[src/rtl/memory_hierarchy_pkg.sv]
// Shared definitions for the memory hierarchy: arbiter state encoding,
// requester identifiers and the default address/line widths of offchip_memory.
package memory_hierarchy_pkg;

  localparam int MEM_ADDR_WIDTH = 6;
  localparam int MEM_DATA_WIDTH = 64;

  typedef enum logic [1:0] {
    IDLE = 2'd0,
    BUSY = 2'd1,
    DONE = 2'd2
  } arb_state_t;

  typedef enum logic {
    OWNER_REQ0 = 1'b0,
    OWNER_REQ1 = 1'b1
  } owner_t;

endpackage

[src/rtl/memory_read_arbiter_rr_arbiter2.sv]
// Two-way round-robin grant: combinational choice from the requests and the
// priority pointer; the pointer moves past the served requester on grant_done.
module rr_arbiter2
  import memory_hierarchy_pkg::*;
(
  input  logic   clock,
  input  logic   reset,
  input  logic   req0,
  input  logic   req1,
  input  logic   grant_done,
  input  owner_t done_owner,
  output logic   grant_valid,
  output owner_t grant_sel
);

  owner_t pointer;

  always_comb begin
    grant_valid = req0 | req1;
    grant_sel   = OWNER_REQ0;
    if (req0 && req1) begin
      grant_sel = pointer;
    end else if (req1) begin
      grant_sel = OWNER_REQ1;
    end
  end

  always_ff @(posedge clock or negedge reset) begin
    if (!reset) begin
      pointer <= OWNER_REQ0;
    end else if (grant_done) begin
      pointer <= (done_owner == OWNER_REQ0) ? OWNER_REQ1 : OWNER_REQ0;
    end
  end

endmodule

[src/rtl/memory_read_arbiter.sv]
// Shares the offchip_memory read port between two block-fetch requesters,
// holding each grant until data returns or the read is aborted on timeout.
module memory_read_arbiter
  import memory_hierarchy_pkg::*;
#(
  parameter int ADDR_WIDTH     = MEM_ADDR_WIDTH,
  parameter int DATA_WIDTH     = MEM_DATA_WIDTH,
  parameter int TIMEOUT_CYCLES = 255
) (
  input  logic                  clock,
  input  logic                  reset,
  input  logic                  req0_read_enable,
  input  logic [ADDR_WIDTH-1:0] req0_address,
  output logic                  req0_read_ready,
  output logic [DATA_WIDTH-1:0] req0_data,
  input  logic                  req1_read_enable,
  input  logic [ADDR_WIDTH-1:0] req1_address,
  output logic                  req1_read_ready,
  output logic [DATA_WIDTH-1:0] req1_data,
  output logic                  mem_read_enable,
  output logic [ADDR_WIDTH-1:0] mem_address,
  input  logic                  mem_data_ready,
  input  logic [DATA_WIDTH-1:0] mem_data,
  output logic                  timeout_error
);

  localparam int COUNT_WIDTH = $clog2(TIMEOUT_CYCLES + 1);
  localparam logic [COUNT_WIDTH-1:0] COUNT_MAX  = COUNT_WIDTH'(TIMEOUT_CYCLES);
  localparam logic [COUNT_WIDTH-1:0] COUNT_LAST = COUNT_WIDTH'(TIMEOUT_CYCLES - 1);

  arb_state_t             state_q, state_d;
  owner_t                 owner_q, grant_sel;
  logic                   grant_valid, grant_done, load_grant, capture;
  logic                   read_enable_d, ready0_d, ready1_d, timeout_d;
  logic [COUNT_WIDTH-1:0] count_q;

  rr_arbiter2 u_rr_arbiter2 (
    .clock       (clock),
    .reset       (reset),
    .req0        (req0_read_enable),
    .req1        (req1_read_enable),
    .grant_done  (grant_done),
    .done_owner  (owner_q),
    .grant_valid (grant_valid),
    .grant_sel   (grant_sel)
  );

  always_ff @(posedge clock or negedge reset) begin
    if (!reset) begin
      state_q <= IDLE;
    end else begin
      state_q <= state_d;
    end
  end

  // Data arriving on the final BUSY cycle wins over the timeout abort.
  always_comb begin
    state_d       = state_q;
    load_grant    = 1'b0;
    capture       = 1'b0;
    grant_done    = 1'b0;
    read_enable_d = 1'b0;
    ready0_d      = 1'b0;
    ready1_d      = 1'b0;
    timeout_d     = 1'b0;
    case (state_q)
      IDLE: begin
        if (grant_valid) begin
          state_d       = BUSY;
          load_grant    = 1'b1;
          read_enable_d = 1'b1;
        end
      end
      BUSY: begin
        read_enable_d = 1'b1;
        if (mem_data_ready) begin
          state_d       = DONE;
          read_enable_d = 1'b0;
          capture       = 1'b1;
          grant_done    = 1'b1;
          ready0_d      = (owner_q == OWNER_REQ0);
          ready1_d      = (owner_q == OWNER_REQ1);
        end else if (count_q == COUNT_LAST) begin
          state_d       = DONE;
          read_enable_d = 1'b0;
          grant_done    = 1'b1;
          timeout_d     = 1'b1;
        end
      end
      DONE: begin
        state_d = IDLE;
      end
      default: begin
        state_d = IDLE;
      end
    endcase
  end

  always_ff @(posedge clock or negedge reset) begin
    if (!reset) begin
      owner_q         <= OWNER_REQ0;
      count_q         <= '0;
      mem_read_enable <= 1'b0;
      mem_address     <= '0;
      req0_read_ready <= 1'b0;
      req1_read_ready <= 1'b0;
      req0_data       <= '0;
      req1_data       <= '0;
      timeout_error   <= 1'b0;
    end else begin
      mem_read_enable <= read_enable_d;
      req0_read_ready <= ready0_d;
      req1_read_ready <= ready1_d;
      timeout_error   <= timeout_d;
      if (load_grant) begin
        owner_q     <= grant_sel;
        mem_address <= (grant_sel == OWNER_REQ0) ? req0_address : req1_address;
        count_q     <= '0;
      end else if (state_q == BUSY && count_q != COUNT_MAX) begin
        count_q <= count_q + COUNT_WIDTH'(1);
      end
      if (capture && owner_q == OWNER_REQ0) begin
        req0_data <= mem_data;
      end
      if (capture && owner_q == OWNER_REQ1) begin
        req1_data <= mem_data;
      end
    end
  end

endmodule

[config.mk]
export PLATFORM = sky130hd
export DESIGN_NAME = memory_read_arbiter
export DESIGN_NICKNAME = d
export VERILOG_FILES = /design/src/rtl/memory_hierarchy_pkg.sv /design/src/rtl/memory_read_arbiter_rr_arbiter2.sv /design/src/rtl/memory_read_arbiter.sv
export SDC_FILE = /design/constraint.sdc
export NUM_CORES = 1
export LEC_CHECK = 0
export ABC_CLOCK_PERIOD_IN_PS = 4350
export BUFFER_PORTS_ARGS = -buffer_cell sky130_fd_sc_hd__buf_2
export CORE_UTILIZATION = 45
export DETAILED_ROUTE_END_ITERATION = 12
export PLACE_DENSITY = 0.74
export SLEW_MARGIN = 20
export SYNTH_ARGS = -nofsm -noshare
export SYNTH_HDL_FRONTEND = slang
export SYNTH_HIERARCHICAL = 1
export SYNTH_SLANG_ARGS = --single-unit
[constraint.sdc]
create_clock -name clock -period 4.35 [get_ports clock]
set_input_delay 0.435 -clock clock [delete_from_list [all_inputs] [get_ports clock]]
set_output_delay 0.435 -clock clock [all_outputs]
set_load 0.005 [all_outputs]
==> results of run 1 <==
-- cell families (layout without fill, tap and decap cells) --
family | after synthesis | after routing | share of synthesized area [%]
AOI/OAI and AO/OA | 25 | 25 | 2.489
adders and majority gates | 2 | 2 | 0.3982
buffers and inverters | 22 | 260 | 3.803
DFF | 150 | 150 | 59.74
muxes | 137 | 137 | 30.23
and+or+nand+nor | 34 | 34 | 3.345
-- layout by cell type (no fill, tap or decap), drive strengths merged, types with 2 or more instances in the layout --
cell	n
a31oi	4
and2	2
clkinvlp	2
nand3	2
nand2	12
bufinv	5
mux2i	9
nor3b	2
and3	2
clkinv	5
o21a	2
o21ai	9
inv	4
a211oi	4
clkbuf	20
nand4	2
dfrtp	150
nor2	2
nor2b	2
ha	2
buf	223
mux2	128
a21oi	3
-- worst max-delay path, stage by stage, from the launching register on --
cell and delay (ps):
dfrtp_1 430, nor2b_4 260, nand3_4 710, buf_4 550, mux2_4 340
-- power groups by stage --
| stage | Clock (mW) | Combinational (mW) | Sequential (mW) |
|---|---|---|---|
| finish | 1.59 | 2.21 | 2.48 |
| global route | 1.69 | 2.39 | 2.56 |
| CTS | 1.63 | 2.24 | 2.48 |
| detailed placement | 0 | 2.23 | 2.48 |
| global placement | 0 | 2.16 | 2.45 |
| floorplan | 0 | 1.33 | 2.49 |
-- metal layers --
layer  track usage (%)  share of wire [%]  vias up  wire length (um)
met2             31.97                 49      169              6581
met5                 0                  0        -                 0
met1             25.39                 42     1975              5701
li1                  -                  -     1754                 -
met4             7.734                1.5        0               208
met3             6.036                7.8       20              1058
-- area by class of cell --
type / instances / share of cell area (%)
clock buffer: 20 / 5.519
clock inverter: 12 / 2.489
inverter: 4 / 0.1855
multi-input combinational: 198 / 28.40
sequential: 150 / 46.38
tap: 176 / 2.721
timing repair buffer: 224 / 14.30
-- flip-flops by register name (all words and copies together) (netlist names) --
name	count
count_q	8
mem_address	6
mem_read_enable	1
owner_q	1
req0_data	64
req0_read_ready	1
req1_data	64
req1_read_ready	1
state_q	2
timeout_error	1
u_rr_arbiter2/pointer	1
-- worst max path at each step --
stage | slack [ps] | from | endpoint
2_1_floorplan | 2810 | req1_read_enable | mem_address[0]
3_3_place_gp | 1870 | state_q[1] | req0_data[25]
3_5_place_dp | 1800 | state_q[1] | req0_data[26]
4_1_cts | 1780 | state_q[1] | req0_data[18]
5_1_grt | 1760 | state_q[0] | req1_data[15]
6_report | 1920 | state_q[1] | req1_data[15]
==> impl_metrics.json, run 1 <==
{
  "routed_wl_um": 13550,
  "die_w_um": 120.2,
  "seqCellArea_um2": 3754,
  "wl_per_cell_um": 17.28,
  "cts_tree": "yes",
  "route.vias.total": 3918,
  "final_nets": 678,
  "synth_cell_types": 38,
  "cp_data_required_time_ps": 4650,
  "drc": 0,
  "maxSlewViolCount": 0,
  "hold_path.class": "primary input to flop",
  "ys_warn_count": 6,
  "fin_util_pct": 60.16,
  "clock-root-buffer": "clkbuf_16",
  "port_buffers": 218,
  "outcome": "finished clean",
  "hold_viol": 0,
  "synth_nets": 453,
  "antenna_cells": 0,
  "clk_pin_slew_ps": 60,
  "min-delay-start": "mem_data[24]",
  "rows": 42,
  "cts_max_level": 4,
  "synth-seq-cells": 150,
  "antenna_found_initial": 0,
  "p_sw_share_pct": 28.29,
  "avgSynthCellArea_um2": 16.98,
  "synth_async_sr_flop_share_pct": 100.0,
  "tns_ps": 0,
  "seq_area_frac_synth_pct": 59.74,
  "clock_path_buffers": 2,
  "dp.cells": 750,
  "power.switching_mw": 1.778,
  "place_ws_ps": 1798,
  "period_needed_ps": 2434,
  "start_kind": "flop",
  "vias_per_cell": 4.997,
  "critPathCaptureType": "flop",
  "hold_end": "req0_data[24]",
  "yosys-top-cells-area": "dfrtp_1, mux2_4, mux2_2",
  "drt_first_iter_violations": 140,
  "reg2reg_depth": 4,
  "cts_setup_buffers": 0,
  "start_util_pct": 46.71,
  "dpl_cell_area_um2": 7415,
  "rsz0062_at_grt": "false",
  "worst_pin_slew_ps": 990.8,
  "synth_edf_count": 0,
  "pwr-share-seq_pct": 39.4,
  "dp_hpwl_um": 9442,
  "cts_buffers": 17,
  "multiInputGateArea_um2": 2298,
  "grt-ovfl-total": 0,
  "hold_buffers": 1,
  "p_per_area_nw_per_um2": 776.5,
  "cts.sinks": 150,
  "drive_above_1_share_pct": 63.32,
  "cts_resized": 0,
  "fill_cells": 1072,
  "grt_pass1_wl_um": 21980,
  "fin_ws_ps": 1916,
  "leakagePower_nw": 4.187,
  "dieArea_um2": 14440,
  "r2r-start": "state_q[1]",
  "setup_viol_count_final": 0,
  "worstPathArrival_ps": 2730,
  "fin_cells": 784,
  "worstReg2RegEnd": "req1_data[15]",
  "fin_skew_ps": 4.926,
  "path_class": "flop to flop",
  "power_mw": 6.284,
  "whs_path_depth": 2,
  "yosysMostFrequentCell": "dfrtp_1",
  "syn_inst": 370,
  "grt_pass1_vias": 4134,
  "rrSetupSlack_ps": 1920,
  "grt_max_degree": 61,
  "syn_area_um2": 6284,
  "p_int_mw": 4.506,
  "grt_usage_pct": 19.98,
  "synth_largest_area_cell": "dfrtp_1",
  "ioPinCount": 219,
  "fp.dieH_um": 120.2,
  "synth_top_area_share_pct": 59.74,
  "relSlewSlack_pct": 33.94,
  "p_comb_share_pct": 35.2,
  "drt_first_pass_iters": 4,
  "synth_ff_type": "dfrtp_1",
  "timing.fmax_ghz": 0.4109,
  "cp_max_fo": 51,
  "clkPwrFrac_pct": 25.3,
  "hold_ws_ps": 258.6,
  "postLayoutCellArea_um2": 8093,
  "fin_crit_sh_pct": 55.95,
  "drv_cap": 0,
  "area_growth_pct": 28.79,
  "insertion_delay_ps": 420,
  "gp_congestion": 0.8043,
  "core_area_um2": 13450,
  "ys_top_cells_by_count": "dfrtp_1, mux2_4, mux2_2",
  "peakVddDrop_v": 0.0003675,
  "antenna_left": 0
}
Power figures use the tool's default switching activity.
==> inputs of run 2 (changes only) <==
--- a/config.mk
+++ b/config.mk
@@ -5,11 +5,11 @@
 export SDC_FILE = /design/constraint.sdc
 export NUM_CORES = 1
 export LEC_CHECK = 0
-export ABC_CLOCK_PERIOD_IN_PS = 4350
+export ABC_CLOCK_PERIOD_IN_PS = 2200
 export BUFFER_PORTS_ARGS = -buffer_cell sky130_fd_sc_hd__buf_2
 export CORE_UTILIZATION = 45
 export DETAILED_ROUTE_END_ITERATION = 12
-export PLACE_DENSITY = 0.74
+export PLACE_DENSITY = 0.77
 export SLEW_MARGIN = 20
 export SYNTH_ARGS = -nofsm -noshare
 export SYNTH_HDL_FRONTEND = slang
==> constraint.sdc (replaced) <==
create_clock -name clock -period 2.2 [get_ports clock]
set_input_delay 0.22 -clock clock [delete_from_list [all_inputs] [get_ports clock]]
set_output_delay 0.22 -clock clock [all_outputs]
set_load 0.005 [all_outputs]
==> run 2 against run 1 <==
  * Clock power is 86% higher
  * Non-clock buffer count is 3 higher
  * Combinational power up 99%
  * Hold slack got worse by 210 ps
  * Maximum frequency increased by 34%
  * Register-to-register slack lost 1500 ps
  * Power increased by 95%
  * Sequential share of layout area down 0.24 points
  * Setup slack worse by 1500 ps
  * Largest power group unchanged
==> impl_metrics.json, run 2 (synthesized netlist as in run 1, its figures left out) <==
{
  "drv_cap": 0,
  "grt_usage_pct": 19.70,
  "maxSlewViolCount": 0,
  "rsz0062_at_grt": "false",
  "worstReg2RegEnd": "req0_data[33]",
  "mostFrequentLayoutCells": "buf_2, dfrtp_1, mux2_4",
  "fin_skew_ps": 6.403,
  "grt_pass1_vias": 4170,
  "cts_max_level": 4,
  "fin_util_pct": 60.47,
  "clk_pin_slew_ps": 60,
  "start_kind": "flop",
  "fill_cells": 1050,
  "die_w_um": 120.2,
  "grt-ovfl-total": 0,
  "final_nets": 681,
  "min-delay-start": "mem_data[35]",
  "path_class": "flop to flop",
  "rows": 42,
  "vias_per_cell": 4.994,
  "cts_buffers": 17,
  "cp.buffers_inverters": 1,
  "fin_crit_sh_pct": 82.68,
  "critPathCaptureType": "flop",
  "clock-root-buffer": "clkbuf_16",
  "start_util_pct": 46.71,
  "grt_max_degree": 55,
  "antenna_found_initial": 0,
  "ioPinCount": 219,
  "critPathMaxStageDelay_ps": 390,
  "area_growth_pct": 29.47,
  "port_buffers": 218,
  "clock_path_buffers": 2,
  "place_ws_ps": 394.9,
  "r2r-start": "state_q[0]",
  "relSlewSlack_pct": 46.57,
  "fin_ws_ps": 380.9,
  "cts.sinks": 150,
  "worst_pin_slew_ps": 799.7,
  "whs_path_depth": 2,
  "drt_first_pass_iters": 4,
  "setup_viol_count_final": 0,
  "drive_above_1_share_pct": 63.71,
  "cpMaxStageDelayCell": "dfrtp_1",
  "peakVddDrop_v": 0.0007444,
  "largestRegisters": "req0_data: 64 flops, req1_data: 64 flops, count_q: 8 flops",
  "reg2reg_depth": 4,
  "antenna_left": 0,
  "dp.cells": 754,
  "tns_ps": 0,
  "cts_tree": "yes",
  "layout_commonest_cell": "buf_2",
  "dp_hpwl_um": 9609,
  "cp_top_family": "simple AND/OR/NAND/NOR gates",
  "crit_chain": "nor2b_4 > and3b_4 > buf_12 > mux2_2",
  "fp.dieH_um": 120.2,
  "insertion_delay_ps": 410,
  "fin_cells": 785,
  "period_needed_ps": 1819,
  "route.vias.total": 3920,
  "routed_wl_um": 13470,
  "outcome": "finished clean",
  "hold_path.class": "primary input to flop",
  "dieArea_um2": 14440,
  "gp_congestion": 0.8011,
  "timing.fmax_ghz": 0.5497,
  "drc": 0,
  "cp_max_fo": 31,
  "p_per_area_nw_per_um2": 1505,
  "antenna_cells": 0,
  "cp_data_required_time_ps": 2490,
  "hold_viol": 0,
  "rrSetupSlack_ps": 380,
  "grt_pass1_wl_um": 21860,
  "core_area_um2": 13450,
  "leakagePower_nw": 4.211,
  "worstPathArrival_ps": 2110,
  "cts_resized": 0,
  "drt_first_iter_violations": 156,
  "hold_end": "req1_data[35]",
  "wl_per_cell_um": 17.15
}
-- run 2: cell types whose count changed in the layout (fill, tap and decap cells not counted), sizes merged --
cell / delta
bufinv: -2
buf: +3
clkinv: -1
clkbuf: +1
-- run 2: through the flow --
stage / power (mW) / hold slack [ps] / area, um^2
global route: 12.95 / 34.69 / 8135
global placement: 9.138 / 202.9 / 7520
finish: 12.25 / 46.29 / 8135
CTS: 12.38 / 21.36 / 8135
floorplan: 7.549 / -75.59 / 6284
detailed placement: 9.339 / 218.7 / 7520
-- run 2: power by group --
group | internal [mW] | switching [mW]
clock | 1.88 | 1.08
sequential | 4.11 | 0.789
combinational | 2.79 | 1.60
-- run 2: how the worst max path moves through the flow --
stage                     from             to  cells past startpoint  slack (ps)
finish              state_q[0]  req0_data[33]                      4         380
global route        state_q[0]  req0_data[33]                      4         290
CTS                 state_q[0]  req0_data[33]                      4         380
detailed placement  state_q[0]  req0_data[33]                      4         390
global placement    state_q[1]  req0_data[32]                      4         440
floorplan           state_q[1]   req0_data[0]                      6         670
-- run 2: cell type report --
| class | instances | area [um^2] | area share (%) |
|---|---|---|---|
| Clock buffer | 21 | 480.5 | 5.906 |
| Clock inverter | 9 | 125.1 | 1.538 |
| Multi-Input combinational cell | 198 | 2298 | 28.25 |
| Timing Repair Buffer | 227 | 1242 | 15.27 |
| Sequential cell | 150 | 3754 | 46.14 |
| Tap cell | 176 | 220.2 | 2.707 |
| Inverter | 4 | 15.01 | 0.1846 |
-- run 2: routing by layer --
| metal | vias to the layer above | part of all wire, % | track usage (%) |
|---|---|---|---|
| met5 | - | 0 | 0 |
| met4 | 0 | 1.4 | 7.109 |
| met3 | 17 | 7.6 | 6.226 |
| met2 | 189 | 47 | 30.53 |
| met1 | 1945 | 44 | 25.87 |
| li1 | 1769 | - | - |
-- run 2: repair_timing --
action,CTS,global route
hold buffers,1,0
buffers inserted,0,0
hold endpoints to repair,52,0
